`src/rtl/rv32_mod_instruction_aligner_if.sv`:
```
// Fetch-side bundle for the instruction aligner: memory request/response,
// redirect from branch resolution, and the decoder-facing instruction stream.
interface rv32_mod_instruction_aligner_if;
    localparam int unsigned XLEN = 32;

    logic            mem_req_valid;
    logic            mem_req_ready;
    logic [XLEN-1:0] mem_req_addr;
    logic            mem_rsp_valid;
    logic [XLEN-1:0] mem_rsp_data;
    logic            redirect_valid;
    logic [XLEN-1:0] redirect_pc;
    logic            out_valid;
    logic            out_ready;
    logic [XLEN-1:0] out_instruction;
    logic [XLEN-1:0] out_pc;
    logic            out_is_compressed;

    modport master (
        output mem_req_valid, mem_req_addr,
        output out_valid, out_instruction, out_pc, out_is_compressed,
        input  mem_req_ready, mem_rsp_valid, mem_rsp_data,
        input  redirect_valid, redirect_pc, out_ready
    );

    modport slave (
        input  mem_req_valid, mem_req_addr,
        input  out_valid, out_instruction, out_pc, out_is_compressed,
        output mem_req_ready, mem_rsp_valid, mem_rsp_data,
        output redirect_valid, redirect_pc, out_ready
    );
endinterface

```
`src/rtl/rv32_mod_instruction_aligner.sv`:
```
// Instruction aligner: word-aligned fetch into a 3-halfword buffer, emitting one
// 16- or 32-bit instruction per handshake, with redirect and stale-response drop.
module rv32_mod_instruction_aligner #(
    parameter logic [31:0] RESET_PC = 32'h0000_0000
) (
    input  logic                            clk,
    input  logic                            rst,
    rv32_mod_instruction_aligner_if.master  bus_io
);
    localparam int unsigned XLEN = 32;
    localparam int unsigned HW   = 16;

    logic [2:0][HW-1:0] hwbuf_q, hwbuf_d;
    logic [1:0]         hw_cnt_q, hw_cnt_d;
    logic [1:0]         cnt_mid;
    logic [XLEN-1:0]    pc_q, pc_d;
    logic [XLEN-1:0]    fetch_addr_q, fetch_addr_d;
    logic               pending_q, pending_d;
    logic               drop_q, drop_d;
    logic               skip_low_q, skip_low_d;

    logic               head_compressed;
    logic               out_valid_c;
    logic               req_valid_c;
    logic               req_fire;
    logic               rsp_fire;
    logic               consume;
    logic               unused_redirect_bit0;

    assign unused_redirect_bit0 = bus_io.redirect_pc[0];

    assign head_compressed = (hwbuf_q[0][1:0] != 2'b11);
    assign out_valid_c     = ((hw_cnt_q != 2'd0) && head_compressed) || (hw_cnt_q >= 2'd2);
    assign req_valid_c     = !pending_q && (hw_cnt_q <= 2'd1) && !bus_io.redirect_valid;

    assign req_fire = req_valid_c && bus_io.mem_req_ready;
    assign rsp_fire = bus_io.mem_rsp_valid && pending_q;
    assign consume  = out_valid_c && bus_io.out_ready;

    assign bus_io.mem_req_valid     = req_valid_c;
    assign bus_io.mem_req_addr      = fetch_addr_q;
    assign bus_io.out_valid         = out_valid_c;
    assign bus_io.out_is_compressed = head_compressed;
    assign bus_io.out_pc            = pc_q;
    assign bus_io.out_instruction   = head_compressed ? {16'h0000, hwbuf_q[0]}
                                                      : {hwbuf_q[1], hwbuf_q[0]};

    // Redirect overrides everything; otherwise consume first, then append.
    always_comb begin
        hwbuf_d      = hwbuf_q;
        hw_cnt_d     = hw_cnt_q;
        cnt_mid      = hw_cnt_q;
        pc_d         = pc_q;
        fetch_addr_d = fetch_addr_q;
        pending_d    = pending_q;
        drop_d       = drop_q;
        skip_low_d   = skip_low_q;

        if (bus_io.redirect_valid) begin
            hw_cnt_d     = 2'd0;
            pc_d         = {bus_io.redirect_pc[31:1], 1'b0};
            fetch_addr_d = {bus_io.redirect_pc[31:2], 2'b00};
            skip_low_d   = bus_io.redirect_pc[1];
            drop_d       = pending_q && !bus_io.mem_rsp_valid;
            pending_d    = pending_q && !bus_io.mem_rsp_valid;
        end else begin
            if (req_fire) begin
                pending_d    = 1'b1;
                fetch_addr_d = fetch_addr_q + XLEN'(4);
            end

            if (consume) begin
                if (head_compressed) begin
                    hwbuf_d = {hwbuf_q[2], hwbuf_q[2], hwbuf_q[1]};
                    cnt_mid = hw_cnt_q - 2'd1;
                    pc_d    = pc_q + XLEN'(2);
                end else begin
                    hwbuf_d = {hwbuf_q[2], hwbuf_q[2], hwbuf_q[2]};
                    cnt_mid = hw_cnt_q - 2'd2;
                    pc_d    = pc_q + XLEN'(4);
                end
            end
            hw_cnt_d = cnt_mid;

            if (rsp_fire) begin
                pending_d = 1'b0;
                if (drop_q) begin
                    drop_d = 1'b0;
                end else if (skip_low_q) begin
                    skip_low_d = 1'b0;
                    hw_cnt_d   = cnt_mid + 2'd1;
                    case (cnt_mid)
                        2'd0:    hwbuf_d[0] = bus_io.mem_rsp_data[31:16];
                        2'd1:    hwbuf_d[1] = bus_io.mem_rsp_data[31:16];
                        default: hwbuf_d[2] = bus_io.mem_rsp_data[31:16];
                    endcase
                end else begin
                    hw_cnt_d = cnt_mid + 2'd2;
                    case (cnt_mid)
                        2'd0: begin
                            hwbuf_d[0] = bus_io.mem_rsp_data[15:0];
                            hwbuf_d[1] = bus_io.mem_rsp_data[31:16];
                        end
                        2'd1: begin
                            hwbuf_d[1] = bus_io.mem_rsp_data[15:0];
                            hwbuf_d[2] = bus_io.mem_rsp_data[31:16];
                        end
                        default: hwbuf_d[2] = bus_io.mem_rsp_data[15:0];
                    endcase
                end
            end
        end
    end

    always_ff @(posedge clk or posedge rst) begin
        if (rst) begin
            hwbuf_q      <= '0;
            hw_cnt_q     <= 2'd0;
            pc_q         <= RESET_PC;
            fetch_addr_q <= {RESET_PC[31:2], 2'b00};
            pending_q    <= 1'b0;
            drop_q       <= 1'b0;
            skip_low_q   <= RESET_PC[1];
        end else begin
            hwbuf_q      <= hwbuf_d;
            hw_cnt_q     <= hw_cnt_d;
            pc_q         <= pc_d;
            fetch_addr_q <= fetch_addr_d;
            pending_q    <= pending_d;
            drop_q       <= drop_d;
            skip_low_q   <= skip_low_d;
        end
    end
endmodule

```
`src/flat_wrapper.sv`:
```
// flat-port wrapper written by rule: the top's interface ports become plain ports
module rv32_mod_instruction_aligner_flat 
#(
    parameter logic [31:0] RESET_PC = 32'h0000_0000
)
  (clk, rst, bus_io_mem_req_valid, bus_io_mem_req_addr, bus_io_out_valid, bus_io_out_instruction, bus_io_out_pc, bus_io_out_is_compressed, bus_io_mem_req_ready, bus_io_mem_rsp_valid, bus_io_mem_rsp_data, bus_io_redirect_valid, bus_io_redirect_pc, bus_io_out_ready);
  rv32_mod_instruction_aligner_if bus_io_i ();
  input  logic clk;
  input  logic rst;
  output wire logic [$bits(bus_io_i.mem_req_valid)-1:0] bus_io_mem_req_valid;
  output wire logic [$bits(bus_io_i.mem_req_addr)-1:0] bus_io_mem_req_addr;
  output wire logic [$bits(bus_io_i.out_valid)-1:0] bus_io_out_valid;
  output wire logic [$bits(bus_io_i.out_instruction)-1:0] bus_io_out_instruction;
  output wire logic [$bits(bus_io_i.out_pc)-1:0] bus_io_out_pc;
  output wire logic [$bits(bus_io_i.out_is_compressed)-1:0] bus_io_out_is_compressed;
  input wire logic [$bits(bus_io_i.mem_req_ready)-1:0] bus_io_mem_req_ready;
  input wire logic [$bits(bus_io_i.mem_rsp_valid)-1:0] bus_io_mem_rsp_valid;
  input wire logic [$bits(bus_io_i.mem_rsp_data)-1:0] bus_io_mem_rsp_data;
  input wire logic [$bits(bus_io_i.redirect_valid)-1:0] bus_io_redirect_valid;
  input wire logic [$bits(bus_io_i.redirect_pc)-1:0] bus_io_redirect_pc;
  input wire logic [$bits(bus_io_i.out_ready)-1:0] bus_io_out_ready;
  assign bus_io_mem_req_valid = bus_io_i.mem_req_valid;
  assign bus_io_mem_req_addr = bus_io_i.mem_req_addr;
  assign bus_io_out_valid = bus_io_i.out_valid;
  assign bus_io_out_instruction = bus_io_i.out_instruction;
  assign bus_io_out_pc = bus_io_i.out_pc;
  assign bus_io_out_is_compressed = bus_io_i.out_is_compressed;
  assign bus_io_i.mem_req_ready = bus_io_mem_req_ready;
  assign bus_io_i.mem_rsp_valid = bus_io_mem_rsp_valid;
  assign bus_io_i.mem_rsp_data = bus_io_mem_rsp_data;
  assign bus_io_i.redirect_valid = bus_io_redirect_valid;
  assign bus_io_i.redirect_pc = bus_io_redirect_pc;
  assign bus_io_i.out_ready = bus_io_out_ready;
  rv32_mod_instruction_aligner #(.RESET_PC(RESET_PC)) u_core (.clk(clk), .rst(rst), .bus_io(bus_io_i));
endmodule
```
`config.mk`:
```
export PLATFORM = sky130hd
export DESIGN_NAME = rv32_mod_instruction_aligner_flat
export DESIGN_NICKNAME = d
export VERILOG_FILES = /design/src/rtl/rv32_mod_instruction_aligner_if.sv /design/src/rtl/rv32_mod_instruction_aligner.sv /design/src/flat_wrapper.sv
export SDC_FILE = /design/constraint.sdc
export NUM_CORES = 1
export LEC_CHECK = 0
export CAP_MARGIN = 20
export CELL_PAD_IN_SITES_DETAIL_PLACEMENT = 1
export CELL_PAD_IN_SITES_GLOBAL_PLACEMENT = 1
export CORE_MARGIN = 2
export CORE_UTILIZATION = 41
export DETAILED_ROUTE_END_ITERATION = 6
export PLACE_DENSITY = 0.84
export SETUP_SLACK_MARGIN = 0.1
export SYNTH_ARGS = -nofsm -noshare
export SYNTH_HDL_FRONTEND = slang
export SYNTH_SLANG_ARGS = --single-unit
```
`constraint.sdc`:
```
create_clock -name clk -period 6.01 [get_ports clk]
set_clock_uncertainty 0.15 [all_clocks]
set_input_delay 1.202 -clock clk [delete_from_list [all_inputs] [get_ports clk]]
set_output_delay 1.202 -clock clk [all_outputs]
set_load 0.01 [all_outputs]
```
==> flow_results.org <==
** Timing
- Summed negative setup slack over all endpoints :: 0 ns
- At the pin with the least slew margin, the transition time is 1.053 ns.
- Achievable frequency :: 241.8 MHz
- The number of endpoints with negative hold slack in the final report was 0.
- Final setup violation count :: 0
- Tmin final :: approximately 4.1 ns
- In this run the tightest slew margin relative to its limit is 29.59%.
- Setup repair after global routing left no endpoint under its margin.
- Crit share post-route :: 68.80%
- The count of pins over their slew limit came to 0.

** Finish
- Leaving out fill and tap cells, the most frequent cell in the layout is sky130_fd_sc_hd__clkdlybuf4s50_1.
- Area delta synth->final :: 30.39%
- N_diodes :: 0
- In the layout the commonest cells are sky130_fd_sc_hd__clkdlybuf4s50_1 (163), sky130_fd_sc_hd__dfrtp_1 (114), sky130_fd_sc_hd__nand2_1 (88).
- In the final layout, the share of cells above drive strength 1 is 7.938%.
- Nets :: 1037
- Fill cells in the final layout number 2065.

** Clocking
- Number of buffers inserted by post-CTS setup repair :: 0
- The later pin in the worst-skew pair is clocked with a latency of 0.43 ns.
- Maximum clock insertion buffer count :: 2
- Counting every sink on the clock net gives 114.
- Number of buffers inserted during clock tree synthesis :: 17
- The number of gates resized after CTS was 0.
- TritonCTS clock tree :: done
- Number of hold buffers added after CTS :: 0
- H-tree levels :: 4
- Buffer cell driving the clock tree root :: sky130_fd_sc_hd__clkbuf_16
- Clock-pin slew was measured on the worst setup and hold paths at approximately 0.05 ns.

** Global route
- Global routing consumed, over all layers together, 28.02% of the routing resources.
- Initial antenna violation count :: 0
- Entering global routing, the biggest net connects 78 pins.
- The first global-routing pass estimated 42530 µm of wire.
- Via count of the first global-routing pass :: 7425
- Global route overflow :: 0

** Critical path
- STA classifies the critical path endpoint as a flip-flop.
- The setup path with the least slack is of type in -> reg.
- Largest fanout on the critical path :: 18
- Critical Path RT :: 6.23 ns
- The worst setup path is launched from an input pin.
- STA puts the critical path data arrival time at 4.35 ns.

** Power
- In this run, the clock network consumes 24.4% of the power.
- Final Power :: 0.004258 W
- Net load switching power :: 0.001763 W
- Static Leak :: 3.892 nW
- Sequential cells burn 28.8% of the power.
- Combinational cells account for 46.8% of the total power.
- Switching power share of the total :: 41.41%
- Int Pwr :: 0.002495 W
- Power density normalized to cell area :: roughly 440 nW/µm²
- The worst-case IR drop observed on VDD is roughly 270 µV.

** Synthesis
- Counting flops with an async set or reset pin after synthesis yields a share of 100.0%.
- Most frequently used flop master after synthesis :: sky130_fd_sc_hd__dfrtp_1
- In this run, synthesis inferred 0 flip-flops with an integrated enable.
- The synthesized design contains ~110 register bits.
- Post-synth cell types :: 66
- Count of mapped cells out of synthesis :: between 800 and 900
- Area share of the largest cell type after synthesis :: roughly 39%
- Average footprint of a synthesized cell :: a little under 9 µm²
- In the post-synthesis netlist, the biggest area contributors are sky130_fd_sc_hd__dfrtp_1 (39%), sky130_fd_sc_hd__mux2i_1 (6.2%), sky130_fd_sc_hd__o21ai_0 (4.7%).
- The Yosys step of the flow raised 0 warnings.
- Proportion of synthesized chip area in sequential cells :: 38.66%
- In this run the cell area of the synthesized design comes to ~7400 µm².
- Cell type with the largest total area after synthesis :: sky130_fd_sc_hd__dfrtp_1

** Die
- The die covers 19090 µm².
- The floorplan step defined a core boundary enclosing 17780 µm².
- I/O pin count :: 169
- # rows :: 49
- The initial utilization of the core area, before any placement, comes to 41.50%.
- Measured along the y axis, the die boundary spans 138.2 µm.
- Measured along the x axis, the die boundary spans 138.2 µm.

** Placement
- Routability-driven placement finished with a final weighted congestion of 0.8843.
- Summed over all nets, the half-perimeter wirelength after detailed placement is 18220 µm.
- Buffers placed on the I/O ports in this run total 164.

** Route
- Detailed-route DRC error count :: 0
- Summing over every cut layer, the via total after detailed routing is 7311.
- Mean number of vias per cell :: about 6
- Summed over all layers, the routed wires come to around 27000 µm.
- The pre-antenna-repair detailed-routing pass consisted of 5 iterations.
- After detailed routing, the average wire length per cell comes to ~23 µm.
- Routed Antenna Nets :: 0
- Number of DRC violations after detailed-routing iteration 0 :: 451

** Min path
- Classification of the worst-slack hold path :: reg -> reg

** Status
- Result of the run :: finished, final reports clean

** Job
- Across the run, the number of max-cap violations was 0.
-- synthesized netlist by cell type (17+ instances only) --
cell / count
sky130_fd_sc_hd__dfrtp_1: 114
sky130_fd_sc_hd__nand2_1: 88
sky130_fd_sc_hd__o21ai_0: 70
sky130_fd_sc_hd__nor2_1: 58
sky130_fd_sc_hd__mux2i_1: 46
sky130_fd_sc_hd__nand3_1: 32
sky130_fd_sc_hd__a21oi_1: 31
sky130_fd_sc_hd__xnor2_1: 27
sky130_fd_sc_hd__clkbuf_1: 24
sky130_fd_sc_hd__buf_2: 23
sky130_fd_sc_hd__inv_1: 23
sky130_fd_sc_hd__buf_4: 22
sky130_fd_sc_hd__and3_1: 20
sky130_fd_sc_hd__nor3_1: 18
sky130_fd_sc_hd__o211ai_1: 17
sky130_fd_sc_hd__o21ai_1: 17
-- registers in the layout, summed over array words and instances, names as in the netlist --
register	count
u_core.hw_cnt_q	2
u_core.bus_io.mem_req_addr	30
u_core.pending_q	1
u_core.hwbuf_q	48
u_core.skip_low_q	1
u_core.bus_io.out_pc	31
u_core.drop_q	1
-- worst max-delay path, stage by stage --
cell	delay [ns]
sky130_fd_sc_hd__clkdlybuf4s50_1	0.59
sky130_fd_sc_hd__o21a_1	0.17
sky130_fd_sc_hd__buf_4	0.28
sky130_fd_sc_hd__a22oi_1	0.22
sky130_fd_sc_hd__ha_1	0.27
sky130_fd_sc_hd__nand2_2	0.39
sky130_fd_sc_hd__nand2_2	0.42
sky130_fd_sc_hd__o32ai_1	0.59
sky130_fd_sc_hd__a22o_1	0.20
-- area by class of cell --
class                      count  area (µm²)  area share [%]
multi-input combinational    621        4023           41.81
sequential                   114        2853           29.65
timing repair buffer         180        1777           18.47
clock buffer                  26       489.2           5.085
tap                          229       286.5           2.978
clock inverter                 5       100.1           1.040
inverter                      24       92.59          0.9624
-- routing by layer --
metal	part of all wire (%)	global-route usage (%)
met5	0	0
met4	2.5	11.01
met3	4.1	3.845
met2	47	44.03
met1	47	39.38
-- metrics by stage --
step                worst slack [ns]  cell area, µm²  hold slack [ns]  std cells  utilization (%)
global route                   1.748            9620           0.3953       1199            54.11
detailed placement             1.545            9004           0.3451       1167            50.64
CTS                            1.984            9593           0.3595       1198            53.96
floorplan                      1.642            7386           0.3213        835                -
global placement               1.611            9004           0.3404       1167            50.64
finish                         1.875            9620           0.3514       1199            54.11
-- power groups by stage --
stage	logic [W]	registers, W	clock network (W)
after global placement	0.00187	0.00122	0
after global routing	0.00214	0.00126	0.00108
after detailed placement	0.00194	0.00123	0
final	0.00199	0.00123	0.00104
after floorplan	0.00130	0.00117	0
after CTS	0.00197	0.00122	0.00105
-- cell families after synthesis --
group	after synthesis	synth area share, %
AOI/OAI and AO/OA	243	21.49
xor gates and xnor gates	33	4.019
adders and majority gates	9	1.526
buffers and inverters	100	6.919
DFF	114	38.66
muxes	48	6.546
other	1	0.05082
and+or+nand+nor	285	20.79
-- final timing paths --
path                                               start                                         end  slack, ns  cells after the start
setup / recovery                        bus_io_out_ready               u_core.hwbuf_q[9]$_DFFE_PP0N_       1.88                      9
hold / removal             u_core.hwbuf_q[8]$_DFFE_PP0N_               u_core.hwbuf_q[8]$_DFFE_PP0N_       0.35                      1
setup reg to reg           u_core.hwbuf_q[1]$_DFFE_PP0N_               u_core.hwbuf_q[9]$_DFFE_PP0N_       2.05                     13
hold reg to reg            u_core.hwbuf_q[8]$_DFFE_PP0N_               u_core.hwbuf_q[8]$_DFFE_PP0N_       0.35                      1
max in group asynchronous                            rst  u_core.bus_io.mem_req_addr[13]$_DFFE_PP0N_       3.53                      4
min in group asynchronous                            rst        u_core.bus_io.out_pc[23]$_DFFE_PP0P_       0.97                      2
No activity file was read; power rests on OpenSTA's default activity.
